`src/rtl/instr_fetch_unit.sv`:
```
// Multi-cycle fetch/issue engine: owns the PC, fetches over req/ack, issues fields to the CU.
// Optional FETCH_TIMEOUT_EN adds a fetch-wait counter and a sticky FAULT state.
module instr_fetch_unit #(
  parameter logic [31:0] RESET_PC       = 32'h0000_0000,
  parameter int          TIMEOUT_CYCLES = 255
) (
  input  logic        CLK,
  input  logic        Reset,
  input  logic        PCWre,
  input  logic        PCSrc,
  input  logic [31:0] imm_ext,
  input  logic        imem_ack,
  input  logic [31:0] imem_rdata,
  output logic        imem_req,
  output logic [31:0] imem_addr,
  output logic [5:0]  opcode,
  output logic [4:0]  rs,
  output logic [4:0]  rt,
  output logic [4:0]  rd,
  output logic [15:0] imm16,
  output logic        instr_valid,
  output logic [31:0] pc_out,
  output logic        halted,
  output logic        fault
);

  typedef enum logic [1:0] {
    FETCH = 2'd0,
    ISSUE = 2'd1,
    HALT  = 2'd2,
    FAULT = 2'd3
  } state_e;

  state_e      state_q;
  logic [31:0] pc_q;
  logic [31:0] instr_q;
  logic        req_q;
  logic        valid_q;
  logic        halted_q;
  logic        fault_q;
  logic [31:0] pc_seq_d;
  logic [31:0] pc_br_d;

`ifdef FETCH_TIMEOUT_EN
  localparam int CW = $clog2(TIMEOUT_CYCLES + 1);
  logic [CW-1:0] cnt_q;
`endif

  assign pc_seq_d = pc_q + 32'd4;
  assign pc_br_d  = pc_seq_d + (imm_ext << 2);

  // req_q is low for one cycle after reset, so an ack there is ignored
  always_ff @(posedge CLK) begin
    if (!Reset) begin
      state_q  <= FETCH;
      pc_q     <= RESET_PC;
      instr_q  <= '0;
      req_q    <= 1'b0;
      valid_q  <= 1'b0;
      halted_q <= 1'b0;
      fault_q  <= 1'b0;
`ifdef FETCH_TIMEOUT_EN
      cnt_q    <= '0;
`endif
    end else begin
      valid_q <= 1'b0;
      unique case (state_q)
        FETCH: begin
          if (!req_q) begin
            req_q <= 1'b1;
          end else if (imem_ack) begin
            instr_q <= imem_rdata;
            req_q   <= 1'b0;
            valid_q <= 1'b1;
            state_q <= ISSUE;
`ifdef FETCH_TIMEOUT_EN
            cnt_q   <= '0;
          end else if (cnt_q == CW'(TIMEOUT_CYCLES - 1)) begin
            req_q   <= 1'b0;
            fault_q <= 1'b1;
            cnt_q   <= '0;
            state_q <= FAULT;
          end else begin
            cnt_q   <= cnt_q + 1'b1;
`endif
          end
        end
        ISSUE: begin
          if (!PCWre) begin
            halted_q <= 1'b1;
            state_q  <= HALT;
          end else begin
            pc_q    <= PCSrc ? pc_br_d : pc_seq_d;
            req_q   <= 1'b1;
            state_q <= FETCH;
          end
        end
        default: begin
          req_q <= 1'b0;
        end
      endcase
    end
  end

  assign imem_req    = req_q;
  assign imem_addr   = pc_q;
  assign pc_out      = pc_q;
  assign opcode      = instr_q[31:26];
  assign rs          = instr_q[25:21];
  assign rt          = instr_q[20:16];
  assign rd          = instr_q[15:11];
  assign imm16       = instr_q[15:0];
  assign instr_valid = valid_q;
  assign halted      = halted_q;
  assign fault       = fault_q;

endmodule
```
`config.mk`:
```
export PLATFORM = sky130hd
export DESIGN_NAME = instr_fetch_unit
export DESIGN_NICKNAME = d
export VERILOG_FILES = /design/src/rtl/instr_fetch_unit.sv
export SDC_FILE = /design/constraint.sdc
export NUM_CORES = 1
export LEC_CHECK = 0
export BUFFER_PORTS_ARGS = -buffer_cell sky130_fd_sc_hd__buf_2
export CORE_MARGIN = 5
export CORE_UTILIZATION = 46
export CTS_CLUSTER_SIZE = 12
export DETAILED_ROUTE_END_ITERATION = 10
export PLACE_DENSITY = 0.76
export SLEW_MARGIN = 20
export SYNTH_ARGS = -nofsm -noshare
export SYNTH_HDL_FRONTEND = slang
export SYNTH_SLANG_ARGS = --single-unit
```
`constraint.sdc`:
```
create_clock -name CLK -period 4.7 [get_ports CLK]
set_input_delay 1.175 -clock CLK [delete_from_list [all_inputs] [get_ports CLK]]
set_output_delay 1.175 -clock CLK [all_outputs]
set_load 0.02 [all_outputs]
```
==> results of run 1 <==
-- path summary, 6_finish.rpt --
path                start            end  slack (ps)  depth (start not counted)
max          imem_addr[6]  imem_addr[31]         430                         16
min           instr_q[24]    instr_q[24]         450                          2
max reg2reg  imem_addr[6]  imem_addr[31]         430                         16
min reg2reg   instr_q[24]    instr_q[24]         450                          2
-- state kept, by name (all words and copies together), names as in the netlist --
name / flops
halted: 1
imem_addr: 30
imem_req: 1
instr_q: 32
instr_valid: 1
state_q: 2
-- layer usage --
metal / wire length (um) / vias to the layer above
met5: 7 / -
met4: 309 / 2
met3: 815 / 27
met2: 6775 / 147
met1: 6475 / 2396
li1: - / 2645
-- cells in the mapped netlist (3+ instances only) --
| cell | number | area, um^2 |
|---|---|---|
| clkbuf_1 | 27 | 101.4 |
| or3_1 | 5 | 31.28 |
| dfxtp_1 | 67 | 1341 |
| xnor2_1 | 32 | 280.3 |
| o21ai_1 | 3 | 15.01 |
| inv_1 | 17 | 63.81 |
| nand4_1 | 7 | 43.79 |
| o21a_1 | 8 | 60.06 |
| nand3_1 | 23 | 115.1 |
| a311oi_1 | 4 | 35.03 |
| o21bai_1 | 3 | 22.52 |
| and4_1 | 5 | 43.79 |
| a21oi_1 | 74 | 370.4 |
| a211oi_1 | 11 | 82.58 |
| a21o_1 | 24 | 180.2 |
| and2_1 | 6 | 37.54 |
| xor2_1 | 17 | 148.9 |
| nor2_1 | 47 | 176.4 |
| nor3_1 | 17 | 85.08 |
| nand2b_1 | 6 | 37.54 |
| a31oi_1 | 9 | 56.30 |
| nor3b_1 | 3 | 22.52 |
| nand2_1 | 109 | 409.1 |
| mux2i_1 | 3 | 30.03 |
| o21ai_0 | 34 | 170.2 |
| a22oi_1 | 5 | 37.54 |
| ha_1 | 37 | 462.9 |
| and3_1 | 7 | 43.79 |
| buf_4 | 41 | 307.8 |
-- area by class of cell --
| cell class | instances | area (um^2) |
|---|---|---|
| repair buffers | 177 | 913.4 |
| fillers | 1128 | 5074 |
| multi-input cells | 541 | 3400 |
| flip-flops and latches | 67 | 1341 |
| inverters | 17 | 63.81 |
| clock buffers | 9 | 225.2 |
| well taps | 143 | 178.9 |
| clock inverters | 7 | 76.32 |
-- metrics by stage --
stage | worst slack (ps) | hold slack (ps) | instances
final | 433.9 | 450.6 | 961
after global placement | 548.2 | 439.0 | 945
after floorplan | 690.5 | 489.6 | 698
after global routing | 120.5 | 473.2 | 961
after CTS | 472.8 | 452.4 | 961
after detailed placement | 515.0 | 443.9 | 945
-- critical path: stages (launching register included) --
cell      delay, ps
dfxtp_1         460
and4_1          290
nand3_1         110
nor2_1          330
and4_1          270
and3_2          240
xnor2_1         140
ha_1            340
a21o_1          220
a21o_1          180
a21o_1          190
a221oi_2        240
o21bai_1        100
or3_1           380
a311o_1         370
a21oi_2         150
mux2i_1         190
-- cell families (layout without fill, tap and decap cells) --
group,after synthesis,after routing,share of synthesized area
compound gates,201,201,0.2456
buf+inv,90,210,0.09610
other cells,1,5,0.0007182
flops,67,67,0.2569
simple gates,244,244,0.2181
xor+xnor,49,49,0.08219
fa+ha+maj,38,38,0.09250
mux,4,4,0.007908
-- power groups by stage --
stage	combinational, uW	sequential (uW)	clock [uW]
after floorplan	189	643	0
after global placement	291	619	0
final	296	608	685
after detailed placement	294	620	0
after global routing	327	611	721
after CTS	296	608	703
==> results.sh, run 1 <==
export IMPL_fp_row_count=39
export IMPL_layout_commonest_cell="buf_2"
export IMPL_wl_per_cell_um=14.97
export IMPL_cts_setup_buffers=0
export IMPL_use_met3=0.02798
export IMPL_p_comb_frac=0.186
export IMPL_cts_repair_resized=0
export IMPL_slew_headroom=0.4361
export IMPL_path_max_fanout=8
export IMPL_die_area_um2=13580
export IMPL_drtIter0Drc=246
export IMPL_tightest_slew_ps=845.0
export IMPL_worstPathArrival_ps=4520
export IMPL_start_kind="register"
export IMPL_grt_pass1_wl_um=22110
export IMPL_hold_buffers=0
export IMPL_fin_util=0.5499
export IMPL_cp_required_ps=4960
export IMPL_initial_core_util=0.4632
export IMPL_dpl_hpwl_um=10760
export IMPL_synthDistinctLibCells=63
export IMPL_fin_crit_ps=4266
export IMPL_drive_above_1_share=0.2592
export IMPL_report_final_hold_viol_count=0
export IMPL_fp_dieW_um=116.5
export IMPL_p_int_uw=1118
export IMPL_drt_pass1_iterations=6
export IMPL_ant_nets=0
export IMPL_grt_overflow_total=0
export IMPL_timing_final_max_slew_violations=0
export IMPL_totalWireLength_um=14380
export IMPL_outcome="finished clean"
export IMPL_stdcell_area_um2=6198
export IMPL_cts_tree="done"
export IMPL_async_flop_share=0
export IMPL_die_height_um=116.5
export IMPL_crit_path_end_kind="register"
export IMPL_via_per_inst=5.429
export IMPL_yosysWarnings=0
export IMPL_clock_skew_ps=9.815
export IMPL_clk_path_buf_depth=2
export IMPL_port_buffers=166
export IMPL_hold_path_class="register to register"
export IMPL_cts_root_buf="clkbuf_16"
export IMPL_synth_ff_latch_count=67
export IMPL_cap_violations=0
export IMPL_num_antenna_cells=0
export IMPL_max_clock_freq_ghz=0.2344
export IMPL_final_cell_mix="buf_2, nand2_1, a21oi_1, dfxtp_1, nor2_1"
export IMPL_gr_usage_met1=0.2756
export IMPL_htree_levels=3
export IMPL_static_leakage_power_uw=0.003048
export IMPL_ys_seq_area_frac=0.2569
export IMPL_syn_to_final_growth_pct=18.72
export IMPL_syn_area_um2=5221
export IMPL_clk_latency_ps=330
export IMPL_min_period_over_period=0.9077
export IMPL_synth_edff_count=0
export IMPL_powerDensity_nw_per_um2=256.3
export IMPL_remaining_drc_errors=0
export IMPL_synthCells=694
export IMPL_pwr_share_seq=0.382
export IMPL_place_area_um2=5896
export IMPL_io_pins=174
export IMPL_place_congestion=0.9045
export IMPL_clkPwrFrac=0.431
export IMPL_grt_pass1_vias=4560
export IMPL_syn_area_per_cell_um2=7.523
export IMPL_grt_usage=0.2003
export IMPL_clkTransAtPathRegs_ps=60
export IMPL_cts_sinks=67
export IMPL_cts_buffers_inserted=9
export IMPL_peakVddDrop_mv=0.1549
export IMPL_crit_type="register to register"
export IMPL_finalSetupTns_ps=0
export IMPL_vias=5217
export IMPL_rsz0062_at_grt="no"
export IMPL_antenna_found_initial=1
export IMPL_total_power_uw=1589
export IMPL_core_area_um2=11270
export IMPL_grt_busiest_layer="met2"
export IMPL_grt_max_degree=54
export IMPL_met2_usage=0.3204
export IMPL_synth_flop_cell="dfxtp_1"
export IMPL_setup_viol=0
export IMPL_finalNetCount=920
export IMPL_switching_share=0.2964
export IMPL_p_sw_uw=470.9
Power figures use the tool's default switching activity.
==> run 2: changes to the inputs <==
- CORE_UTILIZATION: 46 -> 29
- PLACE_DENSITY: 0.76 -> 0.53
==> run 2 against run 1 <==
Against the previous run: critical endpoint unchanged; via count down 0.73%; final cell count up 9.7%; flip-flop and latch count unchanged; clock power up 3.8%; worst setup slack worse by 11 ps; sequential power about the same; count of clock-buffer cells in the layout unchanged; cell area up 2.4%; first-iteration DRC count up 7.7%.
==> results.sh, run 2 (synthesis gave the netlist of run 1 again) <==
export IMPL_drive_above_1_share=0.2637
export IMPL_io_pins=174
export IMPL_ant_nets=0
export IMPL_syn_to_final_growth_pct=21.57
export IMPL_cts_root_buf="clkbuf_16"
export IMPL_grt_busiest_layer="met2"
export IMPL_cp_required_ps=4970
export IMPL_dpl_hpwl_um=12450
export IMPL_gr_usage_met1=0.2025
export IMPL_outcome="finished clean"
export IMPL_final_cell_mix="buf_2, nand2_1, a21oi_1, dfxtp_1, nor2_1"
export IMPL_peakVddDrop_mv=0.1817
export IMPL_grt_usage=0.1540
export IMPL_htree_levels=3
export IMPL_crit_type="register to register"
export IMPL_r2r_cells=15
export IMPL_wl_per_cell_um=15.87
export IMPL_drtIter0Drc=265
export IMPL_fin_crit_ps=4277
export IMPL_cts_setup_buffers=0
export IMPL_via_per_inst=4.914
export IMPL_met2_usage=0.2528
export IMPL_cts_buffers_inserted=9
export IMPL_min_period_over_period=0.9100
export IMPL_worstPathArrival_ps=4550
export IMPL_report_final_hold_viol_count=0
export IMPL_stdcell_area_um2=6347
export IMPL_largest_reg_flops=32
export IMPL_clk_path_buf_depth=2
export IMPL_place_area_um2=6041
export IMPL_top_register="instr_q"
export IMPL_cpPeakStageDelay_ps=490
export IMPL_grt_overflow_total=0
export IMPL_place_congestion=0.8763
export IMPL_cap_violations=0
export IMPL_rsz0062_at_grt="no"
export IMPL_path_depth=15
export IMPL_tightest_slew_ps=850.0
export IMPL_static_leakage_power_uw=0.003073
export IMPL_fp_row_count=49
export IMPL_clk_latency_ps=340
export IMPL_clock_skew_ps=7.208
export IMPL_die_area_um2=20790
export IMPL_initial_core_util=0.2927
export IMPL_vias=5179
export IMPL_grt_max_degree=45
export IMPL_remaining_drc_errors=0
export IMPL_fp_dieW_um=144.2
export IMPL_crit_chain="nand4_1 > nor4_2 > nand3_1 > nor2_1 > nand3_1 > nor2_1 > xor2_1 > ha_1 > and3_1 > a221oi_2 > o21bai_1 > or3_1 > a311o_1 > a21oi_2 > mux2i_1"
export IMPL_cpMaxStageDelayCell="dfxtp_1"
export IMPL_rrSetupSlack_ps=420
export IMPL_crit_family="simple AND/OR/NAND/NOR gates"
export IMPL_core_area_um2=17840
export IMPL_cts_sinks=67
export IMPL_port_buffers=166
export IMPL_clkTransAtPathRegs_ps=60
export IMPL_crit_path_end_kind="register"
export IMPL_grt_pass1_wl_um=25300
export IMPL_use_met3=0.02116
export IMPL_worstPathBufferInverterCount=0
export IMPL_finalSetupTns_ps=0
export IMPL_totalWireLength_um=16730
export IMPL_hold_path_class="register to register"
export IMPL_powerDensity_nw_per_um2=255.3
export IMPL_finalNetCount=925
export IMPL_layout_commonest_cell="buf_2"
export IMPL_max_clock_freq_ghz=0.2338
export IMPL_drt_pass1_iterations=4
export IMPL_hold_depth=2
export IMPL_path_max_fanout=8
export IMPL_cts_repair_resized=0
export IMPL_antenna_found_initial=0
export IMPL_timing_final_max_slew_violations=0
export IMPL_die_height_um=144.2
export IMPL_start_kind="register"
export IMPL_setup_viol=0
export IMPL_grt_pass1_vias=4847
export IMPL_cts_tree="done"
export IMPL_slew_headroom=0.4327
export IMPL_hold_buffers=0
-- run 2: cell count changes in the layout (fill, tap and decap cells not counted) --
cell / change
or3_1: +1
or3_2: -1
inv_2: +1
buf_4: +5
diode_2: +2
inv_1: -1
-- run 2: worst paths after layout --
check / start / to
worst min register to register: instr_q[26] / instr_q[26]
worst max register to register: imem_addr[5] / imem_addr[31]
worst min-delay path: instr_q[26] / instr_q[26]
worst max-delay path: imem_addr[5] / imem_addr[31]
-- run 2: area by class of cell --
| cell class | instances | area (um^2) |
|---|---|---|
| antenna | 2 | 5.005 |
| fill | 1955 | 11490 |
| clock buffer | 9 | 225.2 |
| sequential | 67 | 1341 |
| inverter | 17 | 63.81 |
| tap | 229 | 286.5 |
| clock inverter | 7 | 76.32 |
| multi-input combinational | 541 | 3398 |
| timing repair buffer | 182 | 950.9 |
-- run 2: routing by layer --
metal | up-vias | routed length, um
li1 | 2655 | -
met5 | - | 0
met3 | 28 | 788
met1 | 2382 | 7615
met4 | 0 | 420
met2 | 114 | 7902
-- run 2: per-stage QoR --
step                      power [uW]  worst slack [ps]  hold WS, ps  std cells  utilization
after global routing            1696             113.4        466.9       1052       0.3555
after global placement         924.6             437.7        440.1       1036       0.3386
after detailed placement       924.8             434.1        443.0       1036       0.3386
final                           1620             423.0        448.5       1054       0.3558
after floorplan                832.2             690.5        489.6        698            -
after CTS                       1648             387.4        451.7       1052       0.3555
-- run 2: power breakdown --
| part | switching [uW] | internal (uW) |
|---|---|---|
| clock | 296 | 415 |
| sequential | 17.5 | 589 |
| combinational | 187 | 115 |
-- run 2: worst register-to-register path: stages, from the launching register on --
cell and delay (ps):
dfxtp_1 490, nand4_1 200, nor4_2 350, nand3_1 330, nor2_1 310, nand3_1 160
nor2_1 200, xor2_1 180, ha_1 300, and3_1 250, a221oi_2 250, o21bai_1 100
or3_1 360, a311o_1 370, a21oi_2 160, mux2i_1 190
==> run 3: changes to the inputs <==
- CTS_BUF_LIST: default -> sky130_fd_sc_hd__clkbuf_8
- PLACE_DENSITY: 0.53 -> default
- PLACE_DENSITY_LB_ADDON: default -> 0.1
==> run 3 against run 2 <==
Against the previous run: global-route usage grew 0.48 points; clock power shrank 30%; sequential power is essentially flat; via count grew 0.48%; clock skew grew 3.8 ps; critical path depth is the same; fmax grew 1.2%; critical path type unchanged.
==> results.sh, run 3 (synthesis gave the netlist of run 1 again) <==
export IMPL_final_cell_mix="buf_2, nand2_1, a21oi_1, dfxtp_1, nor2_1"
export IMPL_cts_setup_buffers=0
export IMPL_finalSetupTns_ps=0
export IMPL_hold_path_startpoint="instr_q[6]"
export IMPL_grt_overflow_total=0
export IMPL_p_int_uw=948.0
export IMPL_clkPwrFrac=0.354
export IMPL_largest_reg_flops=32
export IMPL_grt_max_degree=54
export IMPL_static_leakage_power_uw=0.003033
export IMPL_worstPathArrival_ps=4520
export IMPL_htree_levels=3
export IMPL_die_height_um=144.2
export IMPL_powerDensity_nw_per_um2=225.7
export IMPL_max_clock_freq_ghz=0.2367
export IMPL_hold_buffers=0
export IMPL_dpl_hpwl_um=13100
export IMPL_port_buffers=166
export IMPL_fp_dieW_um=144.2
export IMPL_place_congestion=0.8589
export IMPL_whs_ps=455.1
export IMPL_seq_area_um2=1341
export IMPL_grt_pass1_vias=4978
export IMPL_r2r_start="imem_addr[13]"
export IMPL_cts_buffers_inserted=9
export IMPL_crit_path_end_kind="register"
export IMPL_remaining_drc_errors=0
export IMPL_via_per_inst=4.942
export IMPL_peakVddDrop_mv=0.1078
export IMPL_ant_nets=0
export IMPL_finalNetCount=925
export IMPL_clk_path_buf_depth=2
export IMPL_switching_share=0.3266
export IMPL_hold_path_class="register to register"
export IMPL_cap_violations=0
export IMPL_antenna_found_initial=1
export IMPL_tightest_slew_ps=690.8
export IMPL_drtIter0Drc=270
export IMPL_multi_input_area_um2=3400
export IMPL_crit_type="register to register"
export IMPL_clk_latency_ps=360
export IMPL_die_area_um2=20790
export IMPL_wl_per_cell_um=16.31
export IMPL_pwr_share_seq=0.431
export IMPL_clkTransAtPathRegs_ps=80
export IMPL_p_sw_uw=459.8
export IMPL_cts_root_buf="clkbuf_8"
export IMPL_top_register="instr_q"
export IMPL_report_final_hold_viol_count=0
export IMPL_grt_pass1_wl_um=26350
export IMPL_core_area_um2=17840
export IMPL_rsz0062_at_grt="no"
export IMPL_setup_viol=0
export IMPL_p_comb_frac=0.215
export IMPL_cp_required_ps=5000
export IMPL_timing_final_max_slew_violations=0
export IMPL_num_fill_cells=1964
export IMPL_outcome="finished clean"
export IMPL_layout_commonest_cell="buf_2"
export IMPL_path_max_fanout=7
export IMPL_cts_repair_resized=0
export IMPL_drive_above_1_share=0.2625
export IMPL_totalWireLength_um=17180
export IMPL_cts_tree="done"
export IMPL_io_pins=174
export IMPL_slew_headroom=0.5352
export IMPL_syn_to_final_growth_pct=19.46
export IMPL_clock_skew_ps=11.05
export IMPL_vias=5204
export IMPL_drt_pass1_iterations=4
export IMPL_cts_sinks=67
export IMPL_min_period_over_period=0.8989
export IMPL_grt_usage=0.1588
export IMPL_fp_row_count=49
export IMPL_initial_core_util=0.2927
export IMPL_crit_start="imem_addr[13]"
export IMPL_fin_crit_ps=4225
export IMPL_start_kind="register"
==> run 3: changes by cell type in the layout (fill, tap and decap cells not counted), sizes merged <==
cell / delta
clkinvlp: -1
diode: -1
clkinv: +1
==> run 3: worst paths after layout <==
| check | to | slack (ps) | cells after the start |
|---|---|---|---|
| setup / recovery | imem_addr[31] | 470 | 15 |
| hold / removal | instr_q[6] | 460 | 2 |
| setup reg to reg | imem_addr[31] | 470 | 15 |
| hold reg to reg | instr_q[6] | 460 | 2 |
==> run 3: critical path, stage by stage, from the launching register on <==
cell      delay, ps
dfxtp_1         450
and4_1          310
and4_1          280
nand3_1         290
nor2_1          270
nand3_1         160
nor2_1          230
xor2_1          170
ha_1            290
and3_1          260
a221oi_2        250
o21bai_1        120
or3_1           380
a311o_1         370
a21oi_2         140
mux2i_1         190
==> run 3: cell type report <==
class,count,area share
Timing Repair Buffer,182,0.1525
Tap cell,229,0.04594
Antenna cell,1,0.0004012
Clock buffer,9,0.01986
Clock inverter,7,0.01103
Sequential cell,67,0.2150
Multi-Input combinational cell,541,0.5450
Inverter,17,0.01023
==> run 3: per-stage QoR <==
stage                 util  setup WS [ps]  instances  cell area, um^2  total power [uW]
floorplan                -          690.5        698             5236             832.2
global placement    0.3386          472.7       1036             6041             922.3
detailed placement  0.3386          446.3       1036             6041             925.2
CTS                 0.3494          422.0       1052             6233              1433
global route        0.3496          67.95       1053             6237              1492
finish              0.3496          474.9       1053             6237              1408
==> run 3: power groups by stage <==
stage	combinational, uW	clock (uW)	sequential, uW
4_1_cts	306	520	607
5_1_grt	336	546	610
6_report	303	498	607
2_1_floorplan	189	0	643
3_5_place_dp	305	0	620
3_3_place_gp	303	0	619
==> run 3: per-layer routing <==
layer | up-vias | track usage | share of wire
li1 | 2658 | - | -
met1 | 2388 | 0.2096 | 0.45
met2 | 131 | 0.2634 | 0.48
met3 | 27 | 0.01984 | 0.046
met4 | 0 | 0.06431 | 0.024
met5 | - | 0 | 0
